==> config.mk <==
export PLATFORM = sky130hd
export DESIGN_NAME = frame_control
export DESIGN_NICKNAME = d
export VERILOG_FILES = /design/src/rtl/frame_control.sv
export SDC_FILE = /design/constraint.sdc
export NUM_CORES = 1
export LEC_CHECK = 0
export CORE_UTILIZATION = 38
export CTS_BUF_LIST = sky130_fd_sc_hd__clkbuf_8
export CTS_CLUSTER_SIZE = 8
export DETAILED_ROUTE_END_ITERATION = 16
export PLACE_DENSITY = 0.71
export RECOVER_POWER = 25
export SYNTH_ARGS = -nofsm -noshare
export SYNTH_HDL_FRONTEND = slang
export SYNTH_SLANG_ARGS = --single-unit
==> constraint.sdc <==
create_clock -name clk -period 1.65 [get_ports clk]
set_input_delay 0.495 -clock clk [delete_from_list [all_inputs] [get_ports clk]]
set_output_delay 0.495 -clock clk [all_outputs]
set_load 0.03 [all_outputs]
==> src/rtl/frame_control.sv <==
// Frame sequencer for the FMCW chain: ADF config, capture into the FIFO, then FFT or drain, NUM_CHIRPS per frame.
// Optional per-state watchdog enabled by defining FRAME_CONTROL_TIMEOUT_EN.
module frame_control #(
   parameter int unsigned NUM_CHIRPS     = 4,
   parameter int unsigned TIMEOUT_CYCLES = 1048576,
   parameter int unsigned CHIRP_W        = (NUM_CHIRPS > 1) ? $clog2(NUM_CHIRPS) : 1
) (
   input  logic               clk,
   input  logic               rst,
   input  logic               start,
   input  logic [1:0]         mode,
   input  logic               adf_done,
   input  logic               window_valid,
   input  logic               fifo_full,
   input  logic               fifo_empty,
   input  logic               fft_done,
   output logic               adf_en,
   output logic               fir_en,
   output logic               fifo_wren,
   output logic               fifo_rden,
   output logic               fft_en,
   output logic               busy,
   output logic               frame_done,
   output logic [CHIRP_W-1:0] chirp_idx,
   output logic               timeout_err
);

   localparam logic [1:0] MODE_RAW = 2'd0;

   typedef enum logic [2:0] {
      S_IDLE    = 3'd0,
      S_ADF_CFG = 3'd1,
      S_ACQ     = 3'd2,
      S_FFT     = 3'd3,
      S_DRAIN   = 3'd4
   } state_t;

   if (NUM_CHIRPS < 1 || TIMEOUT_CYCLES < 2) begin : g_param_check
      $error("frame_control: NUM_CHIRPS must be >= 1 and TIMEOUT_CYCLES >= 2");
   end

   state_t             state;
   state_t             state_next;
   logic [1:0]         mode_q;
   logic               fft_dly;
   logic               mode_fft_c;
   logic               last_chirp_c;
   logic               chirp_end_c;
   logic               frame_end_c;
   logic               frame_start_c;
   logic               state_change_c;
   logic               abort_c;

   // mode 3 aliases FFT, so the MSB alone selects the FFT path
   assign mode_fft_c     = mode_q[1];
   assign last_chirp_c   = (chirp_idx == CHIRP_W'(NUM_CHIRPS - 1));
   assign frame_start_c  = (state == S_IDLE) && start;
   assign frame_end_c    = chirp_end_c && last_chirp_c;
   assign state_change_c = (state_next != state);

`ifdef FRAME_CONTROL_TIMEOUT_EN
   localparam int unsigned WD_W = (TIMEOUT_CYCLES > 2) ? $clog2(TIMEOUT_CYCLES) : 1;

   logic [WD_W-1:0] wd_cnt;
   logic            wd_hit_c;

   assign wd_hit_c = (wd_cnt == WD_W'(TIMEOUT_CYCLES - 1));

   // dwell counter, restarted on every state entry
   always_ff @(posedge clk) begin
      if (rst) begin
         wd_cnt <= '0;
      end else if (state_change_c) begin
         wd_cnt <= '0;
      end else if (state != S_IDLE) begin
         wd_cnt <= wd_cnt + WD_W'(1);
      end
   end

   always_ff @(posedge clk) begin
      if (rst) begin
         timeout_err <= 1'b0;
      end else if (frame_start_c) begin
         timeout_err <= 1'b0;
      end else if (abort_c) begin
         timeout_err <= 1'b1;
      end
   end
`else
   assign timeout_err = 1'b0;
`endif

   // state register
   always_ff @(posedge clk) begin
      if (rst) begin
         state <= S_IDLE;
      end else begin
         state <= state_next;
      end
   end

   // next-state decode; a real exit always wins over the watchdog
   always_comb begin
      state_next  = state;
      chirp_end_c = 1'b0;
      abort_c     = 1'b0;
      case (state)
         S_IDLE: begin
            if (start) state_next = S_ADF_CFG;
         end
         S_ADF_CFG: begin
            if (adf_done) state_next = S_ACQ;
         end
         S_ACQ: begin
            if (fifo_full) state_next = mode_fft_c ? S_FFT : S_DRAIN;
         end
         S_FFT: begin
            if (fft_done) chirp_end_c = 1'b1;
         end
         S_DRAIN: begin
            if (fifo_empty) chirp_end_c = 1'b1;
         end
         default: begin
            state_next = S_IDLE;
         end
      endcase

      if (chirp_end_c) begin
         if (last_chirp_c) begin
            state_next = start ? S_ADF_CFG : S_IDLE;
         end else begin
            state_next = S_ACQ;
         end
      end

`ifdef FRAME_CONTROL_TIMEOUT_EN
      if ((state != S_IDLE) && (state_next == state) && wd_hit_c) begin
         state_next = S_IDLE;
         abort_c    = 1'b1;
      end
`endif
   end

   // enable decode from state, latched mode and the FIFO handshake
   always_comb begin
      adf_en    = 1'b0;
      fir_en    = 1'b0;
      fifo_wren = 1'b0;
      fifo_rden = 1'b0;
      fft_en    = 1'b0;
      busy      = (state != S_IDLE);
      case (state)
         S_ADF_CFG: begin
            adf_en = 1'b1;
         end
         S_ACQ: begin
            adf_en    = 1'b1;
            fir_en    = (mode_q != MODE_RAW);
            fifo_wren = window_valid & ~fifo_full;
         end
         S_FFT: begin
            fifo_rden = 1'b1;
            fft_en    = fft_dly;
         end
         S_DRAIN: begin
            fifo_rden = ~fifo_empty;
         end
         default: begin
            busy = (state != S_IDLE);
         end
      endcase
   end

   // frame bookkeeping registers
   always_ff @(posedge clk) begin
      if (rst) begin
         mode_q     <= MODE_RAW;
         chirp_idx  <= '0;
         frame_done <= 1'b0;
         fft_dly    <= 1'b0;
      end else begin
         if (frame_start_c) begin
            mode_q <= mode;
         end

         if (frame_start_c || abort_c || frame_end_c) begin
            chirp_idx <= '0;
         end else if (chirp_end_c) begin
            chirp_idx <= chirp_idx + CHIRP_W'(1);
         end

         frame_done <= frame_end_c && !abort_c;

         // one cycle of FIFO read latency before the FFT sees data
         if (state_change_c) begin
            fft_dly <= 1'b0;
         end else if (state == S_FFT) begin
            fft_dly <= 1'b1;
         end
      end
   end

endmodule

==> metrics.csv, run 1 <==
stage;metric;value;unit
run_status;status;finished, violations left;
run_status;violations;setup timing;
power_and_ir_drop;pwr-share-comb;0.331;
clock_network;hold_buffers;0;
setup_path;end_kind;primary output;
logic_synthesis;ys_types;35;
clock_network;clkSlewWorstSetupHoldPaths;0.05;ns
timing;timing.final.crit_share;1.020;
detailed_routing;top_layer;met3;
clock_network;cts_max_level;1;
placed_design;port_buffers;18;
logic_synthesis;synth-compound-area-share;0.2326;
clock_network;clk_latency;0.24;ns
floorplanning;initial_core_util;0.4188;
final_layout;antenna_cells;0;
detailed_routing;vias;704;
floorplanning;dieArea;1868;um2
final_layout;syn_to_final_growth;69.77;%
final_layout;fin_nets;127;
final_layout;fillers;116;
logic_synthesis;netlist_area;645.6;um2
logic_synthesis;synthCells;74;
detailed_routing;drt_wl_total;1.885;mm
floorplanning;die_h;43.22;um
setup_path;start_kind;flop;
timing;min_period;1.683;ns
clock_network;cts_tree;yes;
global_routing;grt_use_total;0.2099;
setup_path;reg2reg_slack;0.10;ns
power_and_ir_drop;p_leak;0.0005175;uW
final_layout;register_area;188.9;um2
setup_path;crit_arrival;1.19;ns
logic_synthesis;synthAdderAreaFrac;0.01938;
power_and_ir_drop;p_sw;233.9;uW
placed_design;dpl_cell_area;967.2;um2
timing;fmax;0.5941;GHz
job;maxCapViolations;0;
logic_synthesis;ys_seq_elements;9;
setup_path;r2r_start;state[2]$_SDFF_PP0_;
global_routing;antenna_found_initial;0;
setup_path;crit_required;1.15;ns
setup_path;critPathCapture;fifo_wren;
setup_path;cp-startpoint;state[0]$_SDFF_PP0_;
logic_synthesis;ys_seq_area_frac;0.2791;
clock_network;cts_num_sinks;9;
final_layout;stdcell_count;131;
logic_synthesis;yosysMostFrequentCell;dfxtp_1;
setup_path;reg2reg_to;fft_dly$_SDFFE_PP0N_;
setup_path;critical_path_class;flop to primary output;
detailed_routing;wl_per_cell;14.39;um
global_routing;grt_pass1_wl;2.918;mm
floorplanning;die_w;43.22;um
floorplanning;num_rows;14;
logic_synthesis;synth_top_cell_area_share;0.2791;
logic_synthesis;synthFlopType;dfxtp_1;
logic_synthesis;synth_nets;85;
logic_synthesis;synth_async_sr_flop_share;0;
clock_network;root_buffer;clkbuf_8;
timing;drv_slew;0;
logic_synthesis;netlist_top_cells_area;dfxtp_1 28%, a21oi_1 6.2%, mux2i_1 6.2%, buf_6 5.2%, nor2_1 4.7%;
timing;whs;0.4987;ns
final_layout;drive_above_1_share;0.4522;
logic_synthesis;synth.area.mux_share;0.07946;
floorplanning;coreArea;1541;um2
min_path;worstHoldPathType;flop to flop;
timing;fin_setup_tns;-0.04837;ns
clock_network;cts-buffers-inserted;3;
power_and_ir_drop;swShare;0.3100;
setup_path;rr_worst_depth;7;
logic_synthesis;ys.warnings.count;0;
floorplanning;boundaryPins;20;
detailed_routing;ant_nets;0;
timing;setup_slack;-0.03318;ns
placed_design;dp_hpwl;1.279;mm
global_routing;grt_max_degree;9;
detailed_routing;wl_met2;947;um
final_layout;multi_input_area;459.2;um2
detailed_routing;routed_via_density;5.374;
power_and_ir_drop;clkPwrFrac;0.347;
power_and_ir_drop;p_seq_frac;0.323;
logic_synthesis;synth_top_family_by_area;simple AND/OR/NAND/NOR gates;
setup_path;path_max_fanout;6;
global_routing;grt.overflow.total;0;
timing;grt_setup_unrepaired;yes;
detailed_routing;remaining_drc_errors;0;
power_and_ir_drop;peakVddDrop;468.6;uV
power_and_ir_drop;cellPowerDensity;688.6;nW/um2
detailed_routing;drt-met1-wl;825;um
placed_design;dp_cells;121;
logic_synthesis;synth-xor-area-share;0.01357;
global_routing;grt_pass1_vias;651;
timing;setup-violations-final;2;
detailed_routing;drt_pass1_iterations;4;
timing;skew;0.004210;ns
logic_synthesis;yosysTopAreaCell;dfxtp_1;
detailed_routing;wl_met3;112;um
timing;finalHoldViolations;0;
logic_synthesis;synth_enable_flop_cells;0;
placed_design;gp_congestion;0.8260;
final_layout;final_area;1096;um2
detailed_routing;drt_iter0_markers;22;
clock_network;clockBufferDepth;2;
logic_synthesis;avgSynthCellArea;8.725;um2
logic_synthesis;synth.top_cells.by_count;9 x dfxtp_1, 8 x a21oi_1, 8 x nor2_1;
power_and_ir_drop;p_int;520.8;uW
logic_synthesis;yosys.area_share.simple;0.2771;
-- layout by cell type (no fill, tap or decap), drive strengths merged, types with 2 or more instances in the layout --
cell type / count
dfxtp: 9
nand3: 3
dlygate4sd2: 4
mux2i: 4
buf: 30
a21oi: 8
and3: 2
clkdlybuf4s50: 5
a211oi: 2
clkbuf: 4
nand2: 5
o21ai: 3
nor2: 8
inv: 5
-- state kept, by name, indices dropped and copies added, names as in the netlist --
| name | cells |
|---|---|
| state | 3 |
| chirp_idx | 2 |
| mode_q | 2 |
| fft_dly | 1 |
| frame_done | 1 |
-- layout make-up --
cell class                      count  share of cell area
Multi-Input combinational cell     56              0.4189
Timing Repair Buffer               42              0.3333
Sequential cell                     9              0.1724
Clock buffer                        3             0.03767
Tap cell                           16             0.01826
Inverter                            4             0.01598
Clock inverter                      1            0.003425
-- worst min path at each step --
stage / startpoint / endpoint / slack, ns / cells past startpoint
2_1_floorplan: mode_q[0]$_SDFFE_PP0P_ / mode_q[0]$_SDFFE_PP0P_ / 0.46 / 2
3_3_place_gp: chirp_idx[1]$_SDFFE_PP0N_ / chirp_idx[1]$_SDFFE_PP0N_ / 0.49 / 2
3_5_place_dp: chirp_idx[1]$_SDFFE_PP0N_ / chirp_idx[1]$_SDFFE_PP0N_ / 0.49 / 2
4_1_cts: chirp_idx[1]$_SDFFE_PP0N_ / chirp_idx[1]$_SDFFE_PP0N_ / 0.50 / 2
5_1_grt: chirp_idx[1]$_SDFFE_PP0N_ / chirp_idx[1]$_SDFFE_PP0N_ / 0.52 / 2
6_report: chirp_idx[1]$_SDFFE_PP0N_ / chirp_idx[1]$_SDFFE_PP0N_ / 0.50 / 2
-- layer usage --
metal	GRT usage	vias up
met4	0.07273	0
met2	0.3313	22
met5	0	-
met3	0.05106	0
met1	0.2758	330
li1	-	352
-- power groups by stage --
stage	registers [uW]	clock network [uW]	logic (uW)
floorplan	240	0	135
global placement	247	0	219
detailed placement	248	0	221
CTS	246	264	228
global route	245	275	266
finish	243	262	250
-- timing repair --
item	in CTS	in global routing
buffers inserted	4	3
setup endpoints to repair	10	5
gates resized for setup	20	8
pin swaps	2	1
-- cells by family after synthesis --
group,count (synthesis)
AOI/OAI and AO/OA,22
DFF,9
xor gates and xnor gates,1
muxes,5
other,1
adders and majority gates,1
and+or+nand+nor,26
buffers and inverters,9
-- per-stage QoR --
stage	worst slack, ns	util	total power, uW
after floorplan	-0.001400	-	374.6
after global placement	-0.2716	0.6274	466.6
after detailed placement	-0.3238	0.6274	469.6
after CTS	-0.07710	0.6794	737.1
after global routing	-0.06695	0.7110	786.1
final	-0.03318	0.7110	754.7
-- critical path, cell delays in order (launching register included) --
cell      delay, ns
dfxtp_4        0.38
buf_6          0.13
nor4bb_4       0.25
buf_4          0.19
Note: power is estimated with default switching activity, not from simulation.
==> run 2: changes to the inputs <==
==> constraint.sdc (replaced) <==
create_clock -name clk -period 1.75 [get_ports clk]
set_input_delay 0.525 -clock clk [delete_from_list [all_inputs] [get_ports clk]]
set_output_delay 0.525 -clock clk [all_outputs]
set_load 0.03 [all_outputs]
==> metrics.csv, run 2 (synthesis results as in run 1) <==
stage;metric;value;unit;change
setup_path;cp-startpoint;state[1]$_SDFF_PP0_;;was state[0]$_SDFF_PP0_
setup_path;slowest_delay;0.39;ns;was 0.38 ns
floorplanning;dieArea;1868;um2;unchanged
final_layout;layout_commonest_cell;buf_4;;unchanged
job;maxCapViolations;0;;unchanged
timing;grt_setup_unrepaired;yes;;unchanged
final_layout;register_area;182.7;um2;was 188.9 um2
detailed_routing;wl_per_cell;13.75;um;was 14.39 um
detailed_routing;remaining_drc_errors;0;;unchanged
final_layout;antenna_cells;0;;unchanged
floorplanning;boundaryPins;20;;unchanged
detailed_routing;drt_iter0_markers;18;;was 22
clock_network;clkSlewWorstSetupHoldPaths;0.05;ns;about the same
placed_design;gp_congestion;0.7786;;was 0.8260
final_layout;syn_to_final_growth;61.43;%;was 69.77%
final_layout;fin_nets;126;;was 127
power_and_ir_drop;p_leak;0.0004959;uW;was 0.0005175 uW
timing;finalHoldViolations;0;;unchanged
timing;setup-violations-final;0;;was 2
power_and_ir_drop;peakVddDrop;451.8;uV;was 468.6 uV
setup_path;slowest_stage;dfxtp_1;;was dfxtp_4
timing;setup_slack;0.01962;ns;was -0.03318 ns
clock_network;hold_buffers;0;;unchanged
detailed_routing;drt_wl_total;1.788;mm;was 1.885 mm
clock_network;cts_num_sinks;9;;unchanged
final_layout;regMostFlops;state;;unchanged
run_status;status;finished clean;;was finished, violations left
timing;fin_setup_tns;0;ns;was -0.04837 ns
timing;timing.final.crit_share;0.9888;;
final_layout;largest_reg_flops;3;;unchanged
global_routing;grt_use_total;0.1856;;was 0.2099
setup_path;worstPathCellList;nor2b_4, buf_6, nand2_2, o21ai_2, buf_6;;was buf_6, nor4bb_4, buf_4
clock_network;clockBufferDepth;2;;unchanged
min_path;min-delay-start;chirp_idx[1]$_SDFFE_PP0N_;;unchanged
timing;skew;0.002309;ns;was 0.004210 ns
floorplanning;initial_core_util;0.4188;;unchanged
detailed_routing;ant_nets;0;;unchanged
min_path;worstHoldPathType;flop to flop;;unchanged
setup_path;crit_required;1.22;ns;was 1.15 ns
floorplanning;die_w;43.22;um;unchanged
setup_path;r2r_start;state[2]$_SDFF_PP0_;;unchanged
placed_design;place_ws;-0.2588;ns;was -0.3238 ns
clock_network;cts-buffers-inserted;3;;unchanged
global_routing;grt_pass1_wl;2.635;mm;was 2.918 mm
final_layout;stdcell_count;130;;was 131
final_layout;multi_input_area;426.7;um2;was 459.2 um2
setup_path;critical_path_class;flop to primary output;;unchanged
final_layout;reg_top3;state (3), chirp_idx (2), mode_q (2);;unchanged
timing;fmax;0.5779;GHz;
setup_path;crit_buf_inv;2;;unchanged
final_layout;fillers;142;;was 116
setup_path;cp_top_family;flip-flops;;unchanged
setup_path;cp_common_cell;buf_6;;
clock_network;cts_max_level;1;;unchanged
setup_path;start_kind;flop;;unchanged
floorplanning;coreArea;1541;um2;unchanged
setup_path;path_max_fanout;3;;was 6
global_routing;grt.overflow.total;0;;unchanged
final_layout;drive_above_1_share;0.3860;;was 0.4522
detailed_routing;drt_pass1_iterations;4;;unchanged
global_routing;grt_max_degree;11;;was 9
setup_path;end_kind;primary output;;unchanged
placed_design;port_buffers;18;;unchanged
placed_design;dp_hpwl;1.154;mm;was 1.279 mm
clock_network;root_buffer;clkbuf_8;;unchanged
floorplanning;num_rows;14;;unchanged
timing;min_period;1.730;ns;
clock_network;cts_tree;yes;;unchanged
clock_network;clk_latency;0.23;ns;was 0.24 ns
global_routing;grt_pass1_vias;620;;was 651
global_routing;antenna_found_initial;0;;unchanged
setup_path;crit_arrival;1.21;ns;was 1.19 ns
power_and_ir_drop;cellPowerDensity;668.4;nW/um2;was 688.6 nW/um2
detailed_routing;routed_via_density;5.331;;was 5.374
detailed_routing;vias;693;;was 704
final_layout;final_cell_mix;22 x buf_4, 8 x nor2_1, 8 x a21oi_1;;was 25 x buf_4, 7 x nor2_1, 6 x a21oi_1, 6 x dfxtp_1
floorplanning;die_h;43.22;um;unchanged
timing;drv_slew;0;;unchanged
placed_design;dp_cells;119;;was 121
run 2: cell types whose count changed in the layout (fill, tap and decap cells not counted), moves of 2 or more:
cell | before | now
a21oi_1 | 6 | 8
dfxtp_4 | 2 | 0
buf_4 | 25 | 22
buf_6 | 4 | 6
run 2: per-stage QoR:
stage,instance area (um2),hold slack (ns),util,total power (uW)
detailed placement,920.9,0.4915,0.5974,423.6
finish,1042,0.4886,0.6761,696.6
CTS,996.0,0.4951,0.6461,677.6
global placement,920.9,0.4833,0.5974,422.2
floorplan,660.6,0.4612,-,351.4
global route,1042,0.5264,0.6761,726.3
run 2: final timing paths:
path | endpoint | slack, ns | depth (start not counted)
worst min register to register | chirp_idx[1]$_SDFFE_PP0N_ | 0.49 | 2
worst max-delay path | fifo_rden | 0.02 | 5
worst min-delay path | chirp_idx[1]$_SDFFE_PP0N_ | 0.49 | 2
worst max register to register | fft_dly$_SDFFE_PP0N_ | 0.07 | 8
run 2: what timing repair did:
item,4_1_cts,5_1_grt
pin swaps,2,5
endpoints found under the hold margin,0,0
setup buffers,4,3
setup endpoints to repair,5,6
resized for setup,8,12
run 2: routing by layer:
layer  global-route usage  wire, um  part of all wire
met5                    0         0                 0
met4              0.09091        15            0.0084
met3              0.02553        83             0.046
met2               0.2836       863              0.48
met1               0.2526       825              0.46
run 2: area by class of cell:
class / instances / area share
multi-input cells: 56 / 0.4094
inverters: 4 / 0.01681
clock inverters: 1 / 0.004802
clock buffers: 3 / 0.03962
well taps: 16 / 0.01921
flip-flops and latches: 9 / 0.1753
repair buffers: 41 / 0.3349
run 2: where the power goes:
part           switching [uW]  total [uW]  leakage [uW]  internal, uW
Sequential               10.5         226     0.0000740           215
Combinational             112         223      0.000396           111
Clock                    91.9         248     0.0000255           156
Total                     214         697      0.000496           482
run 2: worst register-to-register path, delay by kind of cell, from the launching register on:
kind / cells / cell delay, ns
flip-flops: 1 / 0.33
AND/OR/NAND/NOR: 1 / 0.05
buffers and inverters: 4 / 0.55
AO/OA/AOI/OAI: 3 / 0.68
==> run 3: changes to the inputs <==
==> constraint.sdc (replaced) <==
create_clock -name clk -period 1.75 [get_ports clk]
set_input_delay 0.175 -clock clk [delete_from_list [all_inputs] [get_ports clk]]
set_output_delay 0.175 -clock clk [all_outputs]
set_load 0.03 [all_outputs]
==> metrics.csv, run 3 (synthesis results as in run 1) <==
stage;metric;value;unit;change
run_status;status;finished clean;;unchanged
detailed_routing;drt_wl_total;1.545;mm;was 1.788 mm
clock_network;cts_num_sinks;9;;unchanged
clock_network;clk_latency;0.24;ns;was 0.23 ns
clock_network;cts_max_level;1;;unchanged
global_routing;grt_max_degree;13;;was 11
timing;grt_setup_unrepaired;no;;was yes
clock_network;cts-buffers-inserted;3;;unchanged
setup_path;end_kind;primary output;;unchanged
min_path;min_to;chirp_idx[1]$_SDFFE_PP0N_;;unchanged
timing;finalHoldViolations;0;;unchanged
power_and_ir_drop;p_seq_frac;0.368;;was 0.324
timing;fin_setup_tns;0;ns;unchanged
detailed_routing;ant_nets;0;;unchanged
job;maxCapViolations;0;;unchanged
power_and_ir_drop;p_leak;0.0003739;uW;was 0.0004959 uW
final_layout;final_cell_mix;11 x clkdlybuf4s50_1, 10 x buf_4, 8 x nor2_1, 8 x a21oi_1, 8 x dfxtp_1;;was 22 x buf_4, 8 x nor2_1, 8 x a21oi_1
floorplanning;die_h;43.22;um;unchanged
setup_path;crit_arrival;1.40;ns;was 1.21 ns
final_layout;multi_input_area;396.6;um2;was 426.7 um2
detailed_routing;routed_via_density;5.607;;was 5.331
final_layout;fin_util;0.5568;;was 0.6761
setup_path;start_kind;flop;;unchanged
power_and_ir_drop;p_sw;196.9;uW;was 214.3 uW
final_layout;regMostFlops;state;;unchanged
clock_network;clockBufferDepth;2;;unchanged
min_path;min_path_cells;2;;unchanged
power_and_ir_drop;pwr-share-comb;0.251;;was 0.320
setup_path;crit_required;1.57;ns;was 1.22 ns
power_and_ir_drop;cellPowerDensity;747.9;nW/um2;was 668.4 nW/um2
power_and_ir_drop;clkPwrFrac;0.381;;was 0.356
floorplanning;dieArea;1868;um2;unchanged
placed_design;dp_hpwl;1.150;mm;was 1.154 mm
global_routing;antenna_found_initial;0;;unchanged
detailed_routing;drt_iter0_markers;16;;was 18
detailed_routing;wl_per_cell;13.79;um;was 13.75 um
timing;whs;0.5056;ns;was 0.4886 ns
power_and_ir_drop;peakVddDrop;528.2;uV;was 451.8 uV
min_path;worstHoldPathType;flop to flop;;unchanged
setup_path;critical_path_class;flop to primary output;;unchanged
final_layout;fin_nets;108;;was 126
final_layout;reg_top3;state (3), chirp_idx (2), mode_q (2);;unchanged
final_layout;largest_reg_flops;3;;unchanged
final_layout;antenna_cells;0;;unchanged
timing;drv_slew;0;;unchanged
final_layout;layout_commonest_cell;clkdlybuf4s50_1;;was buf_4
timing;fmax;0.6340;GHz;was 0.5779 GHz
final_layout;syn_to_final_growth;32.95;%;was 61.43%
global_routing;grt.overflow.total;0;;unchanged
timing;timing.final.crit_share;0.9013;;was 0.9888
power_and_ir_drop;swShare;0.3067;;was 0.3077
placed_design;port_buffers;18;;unchanged
detailed_routing;vias;628;;was 693
final_layout;drive_above_1_share;0.2083;;was 0.3860
setup_path;reg2reg_to;fft_dly$_SDFFE_PP0N_;;unchanged
final_layout;register_area;181.4;um2;was 182.7 um2
global_routing;grt_use_total;0.1923;;was 0.1856
clock_network;root_buffer;clkbuf_8;;unchanged
global_routing;grt_pass1_vias;585;;was 620
timing;skew;0.001112;ns;was 0.002309 ns
timing;setup-violations-final;0;;unchanged
setup_path;path_max_fanout;12;;was 3
min_path;min-delay-start;chirp_idx[1]$_SDFFE_PP0N_;;unchanged
clock_network;clkSlewWorstSetupHoldPaths;0.05;ns;about the same
floorplanning;num_rows;14;;unchanged
clock_network;postCtsSetupBuffers;0;;was 4
floorplanning;coreArea;1541;um2;unchanged
setup_path;reg2reg_slack;0.19;ns;was 0.07 ns
global_routing;grt_pass1_wl;2.656;mm;was 2.635 mm
setup_path;r2r_start;state[0]$_SDFF_PP0_;;was state[2]$_SDFF_PP0_
clock_network;cts_tree;yes;;unchanged
setup_path;rr_worst_depth;4;;was 8
floorplanning;die_w;43.22;um;unchanged
final_layout;fillers;171;;was 142
detailed_routing;remaining_drc_errors;0;;unchanged
detailed_routing;drt_pass1_iterations;4;;unchanged
floorplanning;boundaryPins;20;;unchanged
floorplanning;initial_core_util;0.4188;;unchanged
placed_design;gp_congestion;0.8297;;was 0.7786
timing;min_period;1.577;ns;was 1.730 ns
power_and_ir_drop;p_int;445.0;uW;was 482.3 uW
run 3: critical path, cell delays in order (launching register included):
cell and delay [ns]:
dfxtp_2 0.48, nor2b_4 0.24, nor4bb_2 0.23, buf_4 0.21
run 3: worst max path at each step:
stage	end	slack, ns	startpoint
2_1_floorplan	fifo_wren	0.24	state[1]$_SDFF_PP0_
3_3_place_gp	fft_dly$_SDFFE_PP0N_	0.07	fft_done
3_5_place_dp	fft_dly$_SDFFE_PP0N_	0.02	fft_done
4_1_cts	fifo_wren	0.13	state[0]$_SDFF_PP0_
5_1_grt	mode_q[0]$_SDFFE_PP0P_	0.08	state[0]$_SDFF_PP0_
6_report	fifo_wren	0.17	state[1]$_SDFF_PP0_
run 3: power groups by stage:
stage               Clock (uW)  Combinational, uW  Sequential (uW)
finish                     245                161              236
global route               262                176              238
CTS                        249                167              238
detailed placement           0                166              242
global placement             0                164              241
floorplan                    0                123              226
run 3: stage by stage:
step / setup slack, ns / cell area [um2] / std cells / total power, uW
2_1_floorplan: 0.2356 / 651.9 / 74 / 349.0
3_3_place_gp: 0.07486 / 829.5 / 108 / 405.5
3_5_place_dp: 0.01593 / 829.5 / 108 / 407.3
4_1_cts: 0.1349 / 875.8 / 112 / 654.3
5_1_grt: 0.08195 / 858.3 / 112 / 675.9
6_report: 0.1727 / 858.3 / 112 / 641.9
run 3: layout make-up:
type | instances | share of cell area
well taps | 16 | 0.02332
inverters | 4 | 0.01749
clock buffers | 3 | 0.04810
clock inverters | 1 | 0.004373
flip-flops and latches | 9 | 0.2114
repair buffers | 23 | 0.2332
multi-input cells | 56 | 0.4621
run 3: timing repair:
item,in CTS,in global routing
endpoints found under the setup margin,1,0
resized for setup,1,0
hold buffers,0,0
run 3: metal layers:
| layer | vias to the layer above | global-route usage | part of all wire |
|---|---|---|---|
| met3 | 5 | 0.05532 | 0.075 |
| li1 | 315 | - | - |
| met5 | - | 0 | 0 |
| met1 | 280 | 0.2422 | 0.43 |
| met4 | 0 | 0.1091 | 0.024 |
| met2 | 28 | 0.2896 | 0.47 |
